<file path="config.mk">
export PLATFORM = sky130hd
export DESIGN_NAME = trng_tune_ctrl
export DESIGN_NICKNAME = d
export VERILOG_FILES = /design/src/rtl/trng_tune_ctrl.sv
export SDC_FILE = /design/constraint.sdc
export NUM_CORES = 1
export LEC_CHECK = 0
export CAP_MARGIN = 40
export CORE_UTILIZATION = 30
export DETAILED_ROUTE_END_ITERATION = 12
export DONT_BUFFER_PORTS = 1
export SLEW_MARGIN = 20
export SYNTH_ARGS = -nofsm -noshare
export SYNTH_HDL_FRONTEND = slang
export SYNTH_SLANG_ARGS = --single-unit
</file>
<file path="constraint.sdc">
create_clock -name clk -period 6.3 [get_ports clk]
set_input_delay 0.63 -clock clk [delete_from_list [all_inputs] [get_ports clk]]
set_output_delay 0.63 -clock clk [all_outputs]
set_load 0.05 [all_outputs]
</file>
<file path="src/rtl/trng_tune_ctrl.sv">
// Calibration and harvesting controller for the metastable RS-latch entropy source.
// Steps the S/R delay lines until the windowed pulse-count average is in band, then packs LSBs into bytes.
module trng_tune_ctrl #(
    parameter int WINDOW    = 16,
    parameter int LO_TH     = 4,
    parameter int HI_TH     = 12,
    parameter int SETTLE    = 4,
    parameter int MAX_TRIES = 16
) (
    input  logic       clk,
    input  logic       resetn,
    input  logic       enable,
    input  logic       sample_valid,
    input  logic [3:0] sample_cnt,
    output logic [2:0] sdelay,
    output logic [2:0] rdelay,
    output logic       locked,
    output logic       fail,
    output logic       overrun,
    output logic [7:0] rnd_data,
    output logic       rnd_valid,
    input  logic       rnd_ready
);

    localparam int LW = $clog2(WINDOW);
    localparam int SW = 4 + LW;
    localparam int CW = 7;

    typedef enum logic [2:0] {
        ST_IDLE    = 3'd0,
        ST_SETTLE  = 3'd1,
        ST_MEASURE = 3'd2,
        ST_LOCKED  = 3'd3,
        ST_FAIL    = 3'd4
    } state_t;

    state_t          state_r, state_nx;
    logic [CW-1:0]   cnt_r, cnt_nx;
    logic [SW-1:0]   sum_r, sum_nx, sum_acc_s;
    logic [7:0]      try_r, try_nx, try_inc_s;
    logic [2:0]      sdelay_r, sd_nx, rdelay_r, rd_nx;
    logic [7:0]      pk_r, pk_nx, byte_s;
    logic [2:0]      pk_cnt_r, pkc_nx;
    logic [7:0]      data_r, data_nx;
    logic            valid_r, valid_nx;
    logic            overrun_r, ovr_nx;
    logic            locked_r, fail_r;
    logic [3:0]      avg_s;
    logic            win_end_s, too_lo_s, too_hi_s, oob_s, accept_s;

    // State register
    always_ff @(posedge clk or negedge resetn) begin
        if (!resetn) begin
            state_r <= ST_IDLE;
        end else begin
            state_r <= state_nx;
        end
    end

    // Next-state, window decision, packer and output buffer logic
    always_comb begin
        state_nx  = state_r;
        cnt_nx    = cnt_r;
        sum_nx    = sum_r;
        try_nx    = try_r;
        sd_nx     = sdelay_r;
        rd_nx     = rdelay_r;
        pk_nx     = pk_r;
        pkc_nx    = pk_cnt_r;
        data_nx   = data_r;
        ovr_nx    = overrun_r;
        sum_acc_s = sum_r + SW'(sample_cnt);
        avg_s     = sum_acc_s[SW-1:LW];
        win_end_s = sample_valid && (cnt_r == CW'(WINDOW - 1));
        too_lo_s  = (avg_s < 4'(LO_TH));
        too_hi_s  = (avg_s > 4'(HI_TH));
        oob_s     = too_lo_s || too_hi_s;
        try_inc_s = try_r + 8'd1;
        byte_s    = {sample_cnt[0], pk_r[7:1]};
        accept_s  = valid_r && rnd_ready;
        if (accept_s) begin
            valid_nx = 1'b0;
        end else begin
            valid_nx = valid_r;
        end

        case (state_r)
            ST_IDLE: begin
                if (enable) begin
                    state_nx = ST_SETTLE;
                    cnt_nx   = '0;
                end else begin
                    state_nx = ST_IDLE;
                end
            end
            ST_SETTLE: begin
                if (sample_valid && (cnt_r == CW'(SETTLE - 1))) begin
                    state_nx = ST_MEASURE;
                    cnt_nx   = '0;
                    sum_nx   = '0;
                end else if (sample_valid) begin
                    cnt_nx = cnt_r + 7'd1;
                end else begin
                    cnt_nx = cnt_r;
                end
            end
            ST_MEASURE, ST_LOCKED: begin
                if (win_end_s) begin
                    cnt_nx = '0;
                    sum_nx = '0;
                    if (oob_s) begin
                        // Saturated shifts still consume a try
                        if (too_lo_s) begin
                            sd_nx = {sdelay_r[1:0], 1'b1};
                            rd_nx = 3'b000;
                        end else begin
                            sd_nx = {1'b0, sdelay_r[2:1]};
                            rd_nx = {rdelay_r[1:0], 1'b1};
                        end
                        try_nx   = try_inc_s;
                        state_nx = (try_inc_s == 8'(MAX_TRIES)) ? ST_FAIL : ST_SETTLE;
                        pk_nx    = 8'd0;
                        pkc_nx   = 3'd0;
                    end else begin
                        state_nx = ST_LOCKED;
                        try_nx   = 8'd0;
                    end
                end else if (sample_valid) begin
                    cnt_nx = cnt_r + 7'd1;
                    sum_nx = sum_acc_s;
                end else begin
                    cnt_nx = cnt_r;
                end

                // The bit on an out-of-band window-end strobe belongs to a stale calibration
                if ((state_r == ST_LOCKED) && sample_valid && !(win_end_s && oob_s)) begin
                    pk_nx  = byte_s;
                    pkc_nx = pk_cnt_r + 3'd1;
                    if ((pk_cnt_r == 3'd7) && (!valid_r || accept_s)) begin
                        data_nx  = byte_s;
                        valid_nx = 1'b1;
                    end else if (pk_cnt_r == 3'd7) begin
                        ovr_nx = 1'b1;
                    end else begin
                        ovr_nx = overrun_r;
                    end
                end else begin
                    pkc_nx = pkc_nx;
                end
            end
            ST_FAIL: begin
                state_nx = ST_FAIL;
            end
            default: begin
                state_nx = ST_IDLE;
            end
        endcase

        if (!enable) begin
            state_nx = ST_IDLE;
            cnt_nx   = '0;
            sum_nx   = '0;
            try_nx   = 8'd0;
            sd_nx    = 3'd0;
            rd_nx    = 3'd0;
            pk_nx    = 8'd0;
            pkc_nx   = 3'd0;
            data_nx  = 8'd0;
            valid_nx = 1'b0;
            ovr_nx   = 1'b0;
        end else begin
            state_nx = state_nx;
        end
    end

    // Datapath and registered outputs
    always_ff @(posedge clk or negedge resetn) begin
        if (!resetn) begin
            cnt_r     <= '0;
            sum_r     <= '0;
            try_r     <= 8'd0;
            sdelay_r  <= 3'd0;
            rdelay_r  <= 3'd0;
            pk_r      <= 8'd0;
            pk_cnt_r  <= 3'd0;
            data_r    <= 8'd0;
            valid_r   <= 1'b0;
            overrun_r <= 1'b0;
            locked_r  <= 1'b0;
            fail_r    <= 1'b0;
        end else begin
            cnt_r     <= cnt_nx;
            sum_r     <= sum_nx;
            try_r     <= try_nx;
            sdelay_r  <= sd_nx;
            rdelay_r  <= rd_nx;
            pk_r      <= pk_nx;
            pk_cnt_r  <= pkc_nx;
            data_r    <= data_nx;
            valid_r   <= valid_nx;
            overrun_r <= ovr_nx;
            locked_r  <= (state_nx == ST_LOCKED);
            fail_r    <= (state_nx == ST_FAIL);
        end
    end

    assign sdelay    = sdelay_r;
    assign rdelay    = rdelay_r;
    assign locked    = locked_r;
    assign fail      = fail_r;
    assign overrun   = overrun_r;
    assign rnd_data  = data_r;
    assign rnd_valid = valid_r;

endmodule

</file>
==> report_table.html <==
<table>
<tr><th>Metric</th><th>Value</th></tr>
<tr><th colspan="2">Outcome</th></tr>
<tr><td>Run status</td><td>finished, final reports clean</td></tr>
<tr><th colspan="2">Synth</th></tr>
<tr><td>Top cells by area, synth</td><td>sky130_fd_sc_hd__dfrtp_1 (45%), sky130_fd_sc_hd__nand2_1 (5.0%), sky130_fd_sc_hd__o21ai_0 (3.8%)</td></tr>
<tr><td>Post-synth EDFFs</td><td>0</td></tr>
<tr><td>Number of synthesized register bits</td><td>54</td></tr>
<tr><td>Syn Std Cell Area</td><td>3010 um2</td></tr>
<tr><td>Cells after synthesis</td><td>308</td></tr>
<tr><td>Top FF cell, synth</td><td>sky130_fd_sc_hd__dfrtp_1</td></tr>
<tr><td>Sequential-to-total area share from yosys stat</td><td>44.9%</td></tr>
<tr><td>Cell taking the most area after synthesis</td><td>sky130_fd_sc_hd__dfrtp_1</td></tr>
<tr><td>Ys async rst share</td><td>100%</td></tr>
<tr><td>Post-synthesis cell type count</td><td>54</td></tr>
<tr><td>Post-Synthesis Net Count</td><td>326</td></tr>
<tr><td>Average footprint of a synthesized cell</td><td>9.77 um2</td></tr>
<tr><td>Ys Warns</td><td>0</td></tr>
<tr><td>Yosys top cell area share</td><td>44.9%</td></tr>
<tr><th colspan="2">Layout</th></tr>
<tr><td>Final nets</td><td>317</td></tr>
<tr><td>Most used cells in the layout excluding fill and tap cells</td><td>sky130_fd_sc_hd__dfrtp_1 (54), sky130_fd_sc_hd__nand2_1 (40), sky130_fd_sc_hd__o21ai_0 (23), sky130_fd_sc_hd__nor2b_1 (16), sky130_fd_sc_hd__nand3_1 (13)</td></tr>
<tr><td>Footprint of the flip-flops and latches</td><td>1350 um2</td></tr>
<tr><td>Number of cells in the finished layout apart from fillers</td><td>433</td></tr>
<tr><td>Combined area of the multi-input logic cells</td><td>1550 um2</td></tr>
<tr><td>Fraction of layout instances using a drive strength above 1</td><td>6.33%</td></tr>
<tr><td>Number of antenna diodes</td><td>0</td></tr>
<tr><td>Most common cell after layout, fill and taps aside</td><td>sky130_fd_sc_hd__dfrtp_1</td></tr>
<tr><td>Layout overhead on the synthesized area</td><td>7.65%</td></tr>
<tr><td>Filler cell count in the final layout</td><td>1008</td></tr>
<tr><th colspan="2">Critical path</th></tr>
<tr><td>Highest net fanout along the worst path</td><td>11</td></tr>
<tr><td>Data required time at the worst endpoint</td><td>6.54 ns</td></tr>
<tr><td>Depth of the worst register-to-register path</td><td>9</td></tr>
<tr><td>Category of the critical setup timing path</td><td>reg -&gt; reg</td></tr>
<tr><td>Endpoint kind of the worst setup timing path</td><td>flip-flop</td></tr>
<tr><td>CP max stage cell</td><td>sky130_fd_sc_hd__a21oi_1</td></tr>
<tr><td>Cells along the critical path</td><td>ha_1 -&gt; fa_1 -&gt; a21oi_1 -&gt; nor2b_1 -&gt; or4_1 -&gt; and3_1 -&gt; a21oi_1 -&gt; and3_1 -&gt; mux2i_1</td></tr>
<tr><td>Critical register-to-register path startpoint</td><td>sum_r[0]$_DFFE_PN0P_</td></tr>
<tr><td>Slowest Stage Delay on Critical Path</td><td>0.64 ns</td></tr>
<tr><td>Startpoint types</td><td>flip-flop</td></tr>
<tr><td>WP data arrival</td><td>3.75 ns</td></tr>
<tr><td>Start point of the critical path</td><td>sum_r[0]$_DFFE_PN0P_</td></tr>
<tr><th colspan="2">Detailed routing</th></tr>
<tr><td>Violation count after the first detailed-routing iteration</td><td>102</td></tr>
<tr><td>Post-DR vias/cell</td><td>5.20</td></tr>
<tr><td>Post-Route WL</td><td>6370 um</td></tr>
<tr><td>Post-detailed-route wirelength per cell</td><td>14.7 um</td></tr>
<tr><td>Number of optimization iterations in the first detailed-route pass</td><td>4</td></tr>
<tr><td>Count of unresolved DRC violations after routing</td><td>0</td></tr>
<tr><td>Number of nets still failing antenna checks after routing</td><td>0</td></tr>
<tr><td>Vias after detailed routing</td><td>2250</td></tr>
<tr><th colspan="2">Clock tree</th></tr>
<tr><td>Worst-path clk slew</td><td>0.11 ns</td></tr>
<tr><td>Cell at the root of the clock tree</td><td>sky130_fd_sc_hd__clkbuf_8</td></tr>
<tr><td>Number of buffers inserted to repair setup after CTS</td><td>0</td></tr>
<tr><td>Clock tree from TritonCTS</td><td>done</td></tr>
<tr><td>Count of clock tree sinks</td><td>54</td></tr>
<tr><td>Largest buffer count on any clock path</td><td>2</td></tr>
<tr><td>Clock latency reported for the late side of the worst-skew pair</td><td>0.31 ns</td></tr>
<tr><td>Number of H-tree levels</td><td>2</td></tr>
<tr><td>CTS Buf Count</td><td>5</td></tr>
<tr><th colspan="2">Placed design</th></tr>
<tr><td>Post-placement cell count</td><td>423</td></tr>
<tr><td>Half-perimeter wire length of the detailed placement result</td><td>4290 um</td></tr>
<tr><td>Buffers added on ports</td><td>0</td></tr>
<tr><td>RD Place Congestion</td><td>0.822</td></tr>
<tr><th colspan="2">Global routing</th></tr>
<tr><td>Number of global-route vias before repair</td><td>2258</td></tr>
<tr><td>Total global routing track utilization</td><td>13.3%</td></tr>
<tr><td>Total gr overflow</td><td>0</td></tr>
<tr><td>Pin count of the biggest net entering global routing</td><td>55</td></tr>
<tr><td>Number of antenna violations at the first check in global routing</td><td>0</td></tr>
<tr><td>Global-route wire length before repair</td><td>11000 um</td></tr>
<tr><th colspan="2">Floorplanning</th></tr>
<tr><td>I/O pin total</td><td>27</td></tr>
<tr><td>Starting density of the core</td><td>30.9%</td></tr>
<tr><td>Die area</td><td>10400 um2</td></tr>
<tr><td>Height of the die</td><td>102 um</td></tr>
<tr><td>Number of core rows</td><td>36</td></tr>
<tr><td>Width of the chip</td><td>102 um</td></tr>
<tr><td>Core box area</td><td>9730 um2</td></tr>
<tr><th colspan="2">Timing</th></tr>
<tr><td>Maximum operating frequency</td><td>285 MHz</td></tr>
<tr><td>Share of the clock period used by the worst path</td><td>55.7%</td></tr>
<tr><td>Final-report setup violation count</td><td>0</td></tr>
<tr><td>Worst slew slack as a fraction of its limit</td><td>47.1%</td></tr>
<tr><td>Setup TNS after final layout</td><td>0 ns</td></tr>
<tr><td>Final hold vios</td><td>0</td></tr>
<tr><td>Final critical path time including I/O delays and setup</td><td>3.51 ns</td></tr>
<tr><td>Post-Route Skew</td><td>0.00945 ns</td></tr>
<tr><td>Unrepaired setup endpoints after global routing</td><td>false</td></tr>
<tr><td>Pin slew with the least headroom to its limit</td><td>0.794 ns</td></tr>
<tr><td>Final number of max-transition violations</td><td>0</td></tr>
<tr><th colspan="2">Power and ir drop</th></tr>
<tr><td>Worst IR Drop VDD</td><td>0.0988 mV</td></tr>
<tr><td>PD cells</td><td>189 nW/um2</td></tr>
<tr><td>Reported leakage power</td><td>1.41 nW</td></tr>
<tr><th colspan="2">Run</th></tr>
<tr><td>Number of maximum-capacitance violations</td><td>0</td></tr>
<tr><th colspan="2">Hold path</th></tr>
<tr><td>Worst min-delay path category</td><td>in -&gt; async</td></tr>
</table>
cell usage after synthesis (all sizes together), types with 2 or more instances:
cell     n
a22o     4
o211ai   3
nor2b   16
o21a     3
nand2   40
nand4b   2
inv      2
a21o     2
and2     6
buf      9
a32oi    7
o31ai    4
mux2     3
a21boi   9
a21oi    9
nor3     5
and4     2
a211oi   4
o21ai   23
or2      2
xor2     5
nor2    10
o211a    3
dfrtp   54
mux2i    9
nand3   13
or3      5
a22oi    3
nand2b   5
nand4    6
clkbuf  10
ha       8
and3     8
routing by layer:
layer	wire, um	GRT usage, %	vias up
met2	3040	21.6	34
met3	260	3.42	8
met4	96	5.38	0
li1	-	-	1105
met1	2970	17.0	1103
met5	0	0	-
critical path: cells and delay by family, from the launching register on:
family | cells | cell delay [ns]
AND/OR/NAND/NOR | 4 | 1.35
AO/OA/AOI/OAI | 2 | 0.80
adder cells (fa/ha/maj) | 2 | 0.65
flip-flops | 1 | 0.39
multiplexers | 1 | 0.25
report_power, final:
part / internal, mW / total [mW] / leakage, nW / switching, mW
sequential: 0.347 / 0.348 / 0.752 / 0.000823
combinational: 0.00731 / 0.0193 / 0.602 / 0.0120
clock: 0.121 / 0.246 / 0.0563 / 0.125
per-stage QoR:
stage	power, mW	setup slack [ns]	instance area, um2	util (%)	hold WS (ns)
6_report	0.613	2.79	3240	33.3	0.161
5_1_grt	0.636	2.54	3240	33.3	0.174
4_1_cts	0.623	2.79	3230	33.2	0.169
3_5_place_dp	0.366	2.54	3080	31.7	0.338
3_3_place_gp	0.365	2.59	3080	31.6	0.338
2_1_floorplan	0.368	3.28	3010	-	0.334
state kept, by name, indices dropped and copies added, names as in the netlist, 3 cells and up:
| signal | cells |
|---|---|
| cnt_r | 7 |
| pk_cnt_r | 3 |
| pk_r | 7 |
| rdelay | 3 |
| rnd_data | 8 |
| sdelay | 3 |
| state_r | 3 |
| sum_r | 8 |
| try_r | 8 |
path summary, 6_finish.rpt:
path,to,slack (ns)
max,rnd_data[5]$_DFFE_PN0P_,2.79
min,try_r[1]$_DFFE_PN0P_,0.16
max reg2reg,rnd_data[5]$_DFFE_PN0P_,2.79
min reg2reg,sum_r[3]$_DFFE_PN0P_,0.50
max in group asynchronous,sum_r[7]$_DFFE_PN0P_,5.90
min in group clk,fail$_DFF_PN0_,0.45
cell families (layout without fill, tap and decap cells):
family                     Yosys count  count (layout)  share of synthesized area [%]
AOI/OAI and AO/OA                   81              81                           19.0
xor gates and xnor gates             6               6                           1.75
adders and majority gates            9               9                           3.99
buffers and inverters               21              13                           3.57
DFF                                 54              54                           44.9
and+or+nand+nor                    125             125                           22.5
muxes                               12              12                           4.24
what timing repair did:
action	in CTS	in global routing
hold buffers	1	0
hold endpoints to repair	54	0
gates resized for setup	0	0
cell type report:
| class | count | area share [%] |
|---|---|---|
| clock inverter | 3 | 1.51 |
| inverter | 2 | 0.232 |
| multi-input combinational | 233 | 47.9 |
| timing repair buffer | 3 | 1.43 |
| sequential | 54 | 41.7 |
| clock buffer | 5 | 2.12 |
| tap | 133 | 5.14 |
(Power assumes the default switching activity.)
